$ cat src/rtl/pipelined_carry_select_adder.sv
// Pipelined carry-select adder/subtractor: one BLOCK-bit slice resolved per stage,
// with a valid/ready stream on both sides and a global hold on downstream backpressure.
module pipelined_carry_select_adder #(
   parameter int WIDTH = 32,
   parameter int BLOCK = 8
) (
   input  logic             clk,
   input  logic             rst_n,
   input  logic             in_valid,
   output logic             in_ready,
   input  logic [WIDTH-1:0] a,
   input  logic [WIDTH-1:0] b,
   input  logic             c_in,
   input  logic             sub,
   output logic             out_valid,
   input  logic             out_ready,
   output logic [WIDTH-1:0] out,
   output logic             c_out,
   output logic             overflow
);

   localparam int NUM_BLOCKS = (WIDTH / BLOCK < 1) ? 1 : WIDTH / BLOCK;
   localparam int LAST       = NUM_BLOCKS - 1;

   // Handshake: a beat moves on a rising edge where valid && ready. The output side
   // stalls when out_valid && !out_ready; the whole pipe then holds and in_ready drops.
   logic stall;
   assign stall    = out_valid && !out_ready;
   assign in_ready = !stall;

   logic [WIDTH-1:0] eff_b;
   logic             eff_cin;
   assign eff_b   = sub ? ~b : b;
   assign eff_cin = sub ? ~c_in : c_in;

   // Stage inputs (combinational) and stage registers
   logic [WIDTH-1:0] stg_a [NUM_BLOCKS];
   logic [WIDTH-1:0] stg_b [NUM_BLOCKS];
   logic [WIDTH-1:0] stg_s [NUM_BLOCKS];
   logic             stg_c [NUM_BLOCKS];
   logic             stg_v [NUM_BLOCKS];
   logic [WIDTH-1:0] s_nxt [NUM_BLOCKS];
   logic             c_nxt [NUM_BLOCKS];

   logic [WIDTH-1:0] a_q   [NUM_BLOCKS];
   logic [WIDTH-1:0] b_q   [NUM_BLOCKS];
   logic [WIDTH-1:0] s_q   [NUM_BLOCKS];
   logic             c_q   [NUM_BLOCKS];
   logic             v_q   [NUM_BLOCKS];
   logic             ovf_q;
   logic             ovf_nxt;

   for (genvar k = 0; k < NUM_BLOCKS; k++) begin : g_stage
      if (k == 0) begin : g_head
         assign stg_a[k] = a;
         assign stg_b[k] = eff_b;
         assign stg_s[k] = '0;
         assign stg_c[k] = eff_cin;
         assign stg_v[k] = in_valid;
      end else begin : g_tail
         assign stg_a[k] = a_q[k-1];
         assign stg_b[k] = b_q[k-1];
         assign stg_s[k] = s_q[k-1];
         assign stg_c[k] = c_q[k-1];
         assign stg_v[k] = v_q[k-1];
      end

      logic [BLOCK:0]   cand0;
      logic [BLOCK:0]   cand1;
      logic [BLOCK:0]   pick;
      logic [WIDTH-1:0] sum_sel;

      // Both carry-in candidates are formed up front; the incoming carry only muxes.
      assign cand0 = {1'b0, stg_a[k][k*BLOCK +: BLOCK]} + {1'b0, stg_b[k][k*BLOCK +: BLOCK]};
      assign cand1 = cand0 + {{BLOCK{1'b0}}, 1'b1};
      assign pick  = stg_c[k] ? cand1 : cand0;

      always_comb begin
         sum_sel = stg_s[k];
         sum_sel[k*BLOCK +: BLOCK] = pick[BLOCK-1:0];
      end

      assign s_nxt[k] = sum_sel;
      assign c_nxt[k] = pick[BLOCK];
   end

   // Carry into the MSB is recovered from the MSB sum bit and its operand bits.
   assign ovf_nxt = stg_a[LAST][WIDTH-1] ^ stg_b[LAST][WIDTH-1]
                  ^ s_nxt[LAST][WIDTH-1] ^ c_nxt[LAST];

   always_ff @(posedge clk or negedge rst_n) begin
      if (!rst_n) begin
         for (int k = 0; k < NUM_BLOCKS; k++) begin
            a_q[k] <= '0;
            b_q[k] <= '0;
            s_q[k] <= '0;
            c_q[k] <= 1'b0;
            v_q[k] <= 1'b0;
         end
         ovf_q <= 1'b0;
      end else if (!stall) begin
         for (int k = 0; k < NUM_BLOCKS; k++) begin
            a_q[k] <= stg_a[k];
            b_q[k] <= stg_b[k];
            s_q[k] <= s_nxt[k];
            c_q[k] <= c_nxt[k];
            v_q[k] <= stg_v[k];
         end
         ovf_q <= ovf_nxt;
      end
   end

   assign out_valid = v_q[LAST];
   assign out       = s_q[LAST];
   assign c_out     = c_q[LAST];
   assign overflow  = ovf_q;

endmodule
$ cat config.mk
export PLATFORM = sky130hd
export DESIGN_NAME = pipelined_carry_select_adder
export DESIGN_NICKNAME = d
export VERILOG_FILES = /design/src/rtl/pipelined_carry_select_adder.sv
export SDC_FILE = /design/constraint.sdc
export NUM_CORES = 1
export LEC_CHECK = 0
export CAP_MARGIN = 25
export CORE_ASPECT_RATIO = 1.2
export CORE_MARGIN = 2
export CORE_UTILIZATION = 25
export DETAILED_ROUTE_END_ITERATION = 8
export HOLD_SLACK_MARGIN = 0.1
export PLACE_DENSITY_LB_ADDON = 0.1
export SLEW_MARGIN = 20
export SYNTH_ARGS = -nofsm -noshare
export SYNTH_HDL_FRONTEND = slang
export SYNTH_SLANG_ARGS = --single-unit
$ cat constraint.sdc
create_clock -name clk -period 4.4 [get_ports clk]
set_input_delay 0.44 -clock clk [delete_from_list [all_inputs] [get_ports clk]]
set_output_delay 0.44 -clock clk [all_outputs]
set_load 0.005 [all_outputs]
### After elaboration in Yosys (flattened, before gate mapping)

Cells that the tools add are included.

| word-level totals | value |
|---|---|
| input port bits | 70 |
| bits in registers | 281 |

| cells by class | value |
|---|---|
| reductions and logical operators | 3 |
| bitwise logic cells | 5 |
| $add $sub $neg | 8 |
| mux-type cells | 6 |

Operators with widths:

| operator | number |
|---|---|
| $add A8 B8 Y9 | 4 |
| $add A9 B1 Y9 const B | 4 |
| $mux W9 | 4 |
| $mux W32 | 1 |
| $not A32 Y32 | 1 |
| $xor A1 B1 Y1 | 3 |
| $logic_not A1 Y1 | 2 |
| $logic_and A1 B1 Y1 | 1 |
| $mux W1 | 1 |
| $not A1 Y1 | 1 |

### Longest topological paths before layout

| logic depth | value |
|---|---|
| word-level depth | 5 |
| mapped depth | 14 |
| depth with buffers taken out | 12 |

### Least setup slack after synthesis

OpenSTA, ideal clock, no wires.

| timing path | value |
|---|---|
| kind | input to register |
| start | in sub |
| end | reg s_q, in the netlist g_stage[1].sum_sel[7] |
| setup time | 0.135 ns |
| buffers on the path | 2 |
| arrival time | 2.929 ns |
| setup slack | 1.335 ns |
| cell stages on the path | 14 |
| required time | 4.265 ns |
| cells stage by stage | buf_2 > buf_1 > xor2_1 > ha_1 > inv_1 > fa_1 > nor2b_1 > o21ai_0 > nor3b_1 > nor2_1 > nand3_1 > nor4b_2 > xnor2_1 > o21ai_0 |

| on the way | value |
|---|---|
| word-level cells in the longest chain between the ends | 4 |

Ends and longest elaborated chain:

| element | line | text |
|---|---|---|
| from (decl) | 14 | `input logic sub,` |
| $mux W32 | 33 | `assign eff_b = sub ? ~b : b;` |
| $add A8 B8 Y9 | 74 | `assign cand0 = {1'b0, stg_a[k][k*BLOCK +: BLOCK]} + {1'b0, stg_b[k][k*BLOCK +: BLOCK]};` |
| $add A9 B1 Y9 | 75 | `assign cand1 = cand0 + {{BLOCK{1'b0}}, 1'b1};` |
| $mux W9 * | 76 | `assign pick = stg_c[k] ? cand1 : cand0;` |
| to (signal, indexed assignment) | 105 | `s_q[k] <= s_nxt[k];` |
| to (decl) | 47 | `logic [WIDTH-1:0] s_q [NUM_BLOCKS];` |

Every way passes the cells marked *; elsewhere a longest branch is shown, timed or not.
A chain may end at the register's enable or synchronous reset.

### Worst setup path after layout

| timing path | value |
|---|---|
| start | reg a_q[56] (netlist bit) |
| end | reg ovf_q (netlist: overflow) |

| on the way | value |
|---|---|
| word-level cells in the longest chain between the ends | 5 |

Ends and longest elaborated chain:

| element | line | text |
|---|---|---|
| from (decl) | 45 | `logic [WIDTH-1:0] a_q [NUM_BLOCKS];` |
| from (signal, indexed assignment) | 103 | `a_q[k] <= stg_a[k];` |
| $add A8 B8 Y9 * | 74 |  |
| $add A9 B1 Y9 | 75 |  |
| $mux W9 * | 76 |  |
| $xor A1 B1 Y1 | 89 | `^ s_nxt[LAST][WIDTH-1] ^ c_nxt[LAST];` |
| $xor A1 B1 Y1 * | 89 |  |
| to (signal assigned) | 109 | `ovf_q <= ovf_nxt;` |
| to (decl) | 50 | `logic ovf_q;` |

Marked as above.

==> impl_metrics.ini <==
[floorplanning]
initial_utilization = 0.2539
die_y_um = 210.8
die_area_um2 = 37180
io_pins = 106
num_rows = 75
coreArea_um2 = 35100
die_x_um = 176.4

[timing]
fin_skew_ns = 0.01125
finalCritPeriodShare = 0.6409
fmax_mhz = 354.6
finalHoldWorstSlack_ns = 0.4640
finalHoldViolCount = 0
maxSlewHeadroom = 0.3977
setup_viol = 0
min_period_ns = 2.820
fin_tns_setup_ns = 0
finalMaxSlewViolations = 0
rsz0062_at_grt = false
worstMarginPinSlew_ns = 0.9035

[yosys]
synthSimpleGateAreaFrac = 0.2294
yosysSeqAreaShare = 0.5194
synth_common_cells = 427 x nand2_1, 185 x dfrtp_1, 57 x o21ai_0
synth.distinct_cells = 55
synth_compound_area_frac = 0.07946
synth_ff_type = dfrtp_1
synth_nets = 1106
synth.most_common_cell = nand2_1
synthArstFlopShare = 1.000
yosysWarnings = 0
synthXorXnorAreaFrac = 0.07946
synthCells = 995
syn_area_um2 = 8912
synth_edf_count = 0
synth_area_leaders = dfrtp_1 52%, nand2_1 18%, ha_1 5.2%
synth-seq-cells = 185
synthAdderAreaFrac = 0.06093
synth_top_family_by_area = simple AND/OR/NAND/NOR gates
synth_top_area_frac = 0.5194
synth_top_area_cell = dfrtp_1
synth_mux_area_frac = 0.004633
syn_area_per_cell_um2 = 8.957

[cts]
htree_levels = 4
tritoncts = done
clock_latency_ns = 0.43
postCtsSetupBuffers = 0
cts-root-buf = clkbuf_16
cts_sinks = 185
path_clk_slew_ns = 0.08
clockBufferDepth = 2
numCtsBuffers = 17
cts_resized = 0

[global_route]
grt_pass1_wl_mm = 35.29
grt_max_degree = 216
grt_pass1_vias = 6688
grt.total_usage = 0.1195
grt_overflow = 0
antenna_found_initial = 2

[setup_path]
critical_path_depth = 10
arrival_ns = 3.10
cp_slowest_stage_delay_ns = 0.42
r2r_start = a_q[56]$_DFFE_PN0N_
cp-endpoint = overflow$_DFFE_PN0N_
cp.required_ns = 4.68
critical-path-top-delay-family = XOR/XNOR gates
path_max_fanout = 3
cp_slowest_cell = fa_1
start_kind = register
rr_worst_depth = 10
end_kind = register
path_common_cell = xnor2_1
worst-path-buf-inv = 0
critical_path_class = register to register
r2r_end = overflow$_DFFE_PN0N_
cp_cell_sequence = ha_1 > fa_1 > a211oi_1 > nor2_1 > xor2_1 > nand4_4 > nor4_2 > xnor2_1 > xnor2_1 > o21ai_1
r2r_setup_slack_ns = 1.58
cp-startpoint = a_q[56]$_DFFE_PN0N_

[pwr]
sw_frac_of_total = 0.3782
net-switching-power_w = 0.002981
seqPwrFrac = 0.366
p_int_w = 0.004902
power_frac_clock = 0.206
peakVddDrop_mv = 0.2499
power.density_nw_per_um2 = 711.6
combPwrFrac = 0.429
leakagePower_nw = 5.135

[final_layout]
nets = 1191
post-route-util = 0.3157
syn2layout_area_growth_pct = 24.30
nFillCells = 3785
drive_gt1_frac = 0.05220

[placement]
gp_congestion = 0.7447
post-dp-hpwl_mm = 13.59
buffer_ports.inserted = 105

[job]
drv_cap = 0

[routing]
vias = 6382
initialDrtViolationCount = 334
firstDrtPassIters = 4
viasPerCell = 4.102
wl_mm = 20.73
ant_nets = 0
drt_drc_violations_left = 0
wire_per_inst_um = 13.32

[hold_path]
hp-class = register to register

[status]
status = completed
-- stage by stage --
step / worst slack, ns / power, W / instances / area (µm²)
4_1_cts: 1.532 / 0.008074 / 1554 / 11070
6_report: 1.580 / 0.007883 / 1556 / 11080
3_3_place_gp: 1.269 / 0.006350 / 1522 / 10460
3_5_place_dp: 1.251 / 0.006390 / 1522 / 10460
2_1_floorplan: 1.335 / 0.005266 / 995 / 8912
5_1_grt: 1.291 / 0.008679 / 1556 / 11080
-- state kept, by name (all words and copies together), names as in the netlist --
name             cells
a_q                 48
b_q                 48
g_stage.sum_sel     48
out                 32
c_q                  3
stg_v                3
c_out                1
out_valid            1
overflow             1
-- cell type report --
class	instances	area, µm²	area share
clock buffers	19	442.9	0.03998
repair buffers	111	1135	0.1024
inverters	18	70.07	0.006325
diodes	2	5.005	0.0004518
multi-input cells	747	4053	0.3658
well taps	462	578.1	0.05218
flip-flops and latches	185	4629	0.4179
clock inverters	12	165.2	0.01491
-- worst min path at each step --
stage | from | end | slack, ns | cells past startpoint
2_1_floorplan | rst_n | a_q[104]$_DFFE_PN0N_ | 0.14 | 0
4_1_cts | stg_v[0]$_DFFE_PN0N_ | stg_v[0]$_DFFE_PN0N_ | 0.47 | 2
3_3_place_gp | stg_v[0]$_DFFE_PN0N_ | stg_v[0]$_DFFE_PN0N_ | 0.45 | 2
5_1_grt | g_stage[2].sum_sel[2]$_DFFE_PN0N_ | g_stage[3].sum_sel[2]$_DFFE_PN0N_ | 0.48 | 2
6_report | out[6]$_DFFE_PN0N_ | out[6]$_DFFE_PN0N_ | 0.46 | 2
3_5_place_dp | stg_v[0]$_DFFE_PN0N_ | stg_v[0]$_DFFE_PN0N_ | 0.45 | 2
-- layout by cell type (no fill, tap or decap), drive strengths merged, types with 4 or more instances in the layout --
| cell | count |
|---|---|
| a21o | 4 |
| xnor2 | 50 |
| nand3 | 8 |
| and3 | 4 |
| nand2 | 427 |
| dfrtp | 185 |
| o22ai | 4 |
| a21oi | 23 |
| o21a | 5 |
| nand4 | 5 |
| nor3b | 4 |
| nor2b | 5 |
| clkdlybuf4s50 | 103 |
| xor2 | 30 |
| clkinv | 4 |
| or2 | 5 |
| nor2 | 28 |
| clkbuf | 20 |
| ha | 37 |
| buf | 6 |
| fa | 4 |
| inv | 21 |
| o21ai | 64 |
| nand2b | 4 |
-- power groups by stage --
| stage | clock network, W | registers [W] | logic, W |
|---|---|---|---|
| after floorplan | 0 | 0.00282 | 0.00244 |
| after detailed placement | 0 | 0.00294 | 0.00345 |
| after global routing | 0.00175 | 0.00300 | 0.00393 |
| after CTS | 0.00169 | 0.00291 | 0.00348 |
| after global placement | 0 | 0.00293 | 0.00342 |
| final | 0.00162 | 0.00288 | 0.00338 |
-- cell families (layout without fill, tap and decap cells) --
logic type                 count (synthesis)  after routing
buffers and inverters                     63            160
muxes                                      4              4
and+or+nand+nor                          501            501
xor gates and xnor gates                  80             80
AOI/OAI and AO/OA                        121            121
other                                      0              2
DFF                                      185            185
adders and majority gates                 41             41
-- worst min-delay path, cell delays in order, from the launching register on --
cell and delay, ns:
dfrtp_1 0.34, nand2_1 0.05, nand2_1 0.04
-- repair_timing --
| action | in CTS | in global routing |
|---|---|---|
| setup endpoints to repair | 0 | 0 |
| endpoints found under the hold margin | 67 | 0 |
| hold buffers | 1 | 0 |
-- routing by layer --
layer | wire [µm] | part of all wire | global-route usage
met1 | 9740 | 0.47 | 0.1509
met2 | 10290 | 0.50 | 0.2073
met3 | 434 | 0.021 | 0.02016
met4 | 266 | 0.013 | 0.03876
met5 | 0 | 0 | 0
Note: power is estimated with default switching activity, not from simulation.
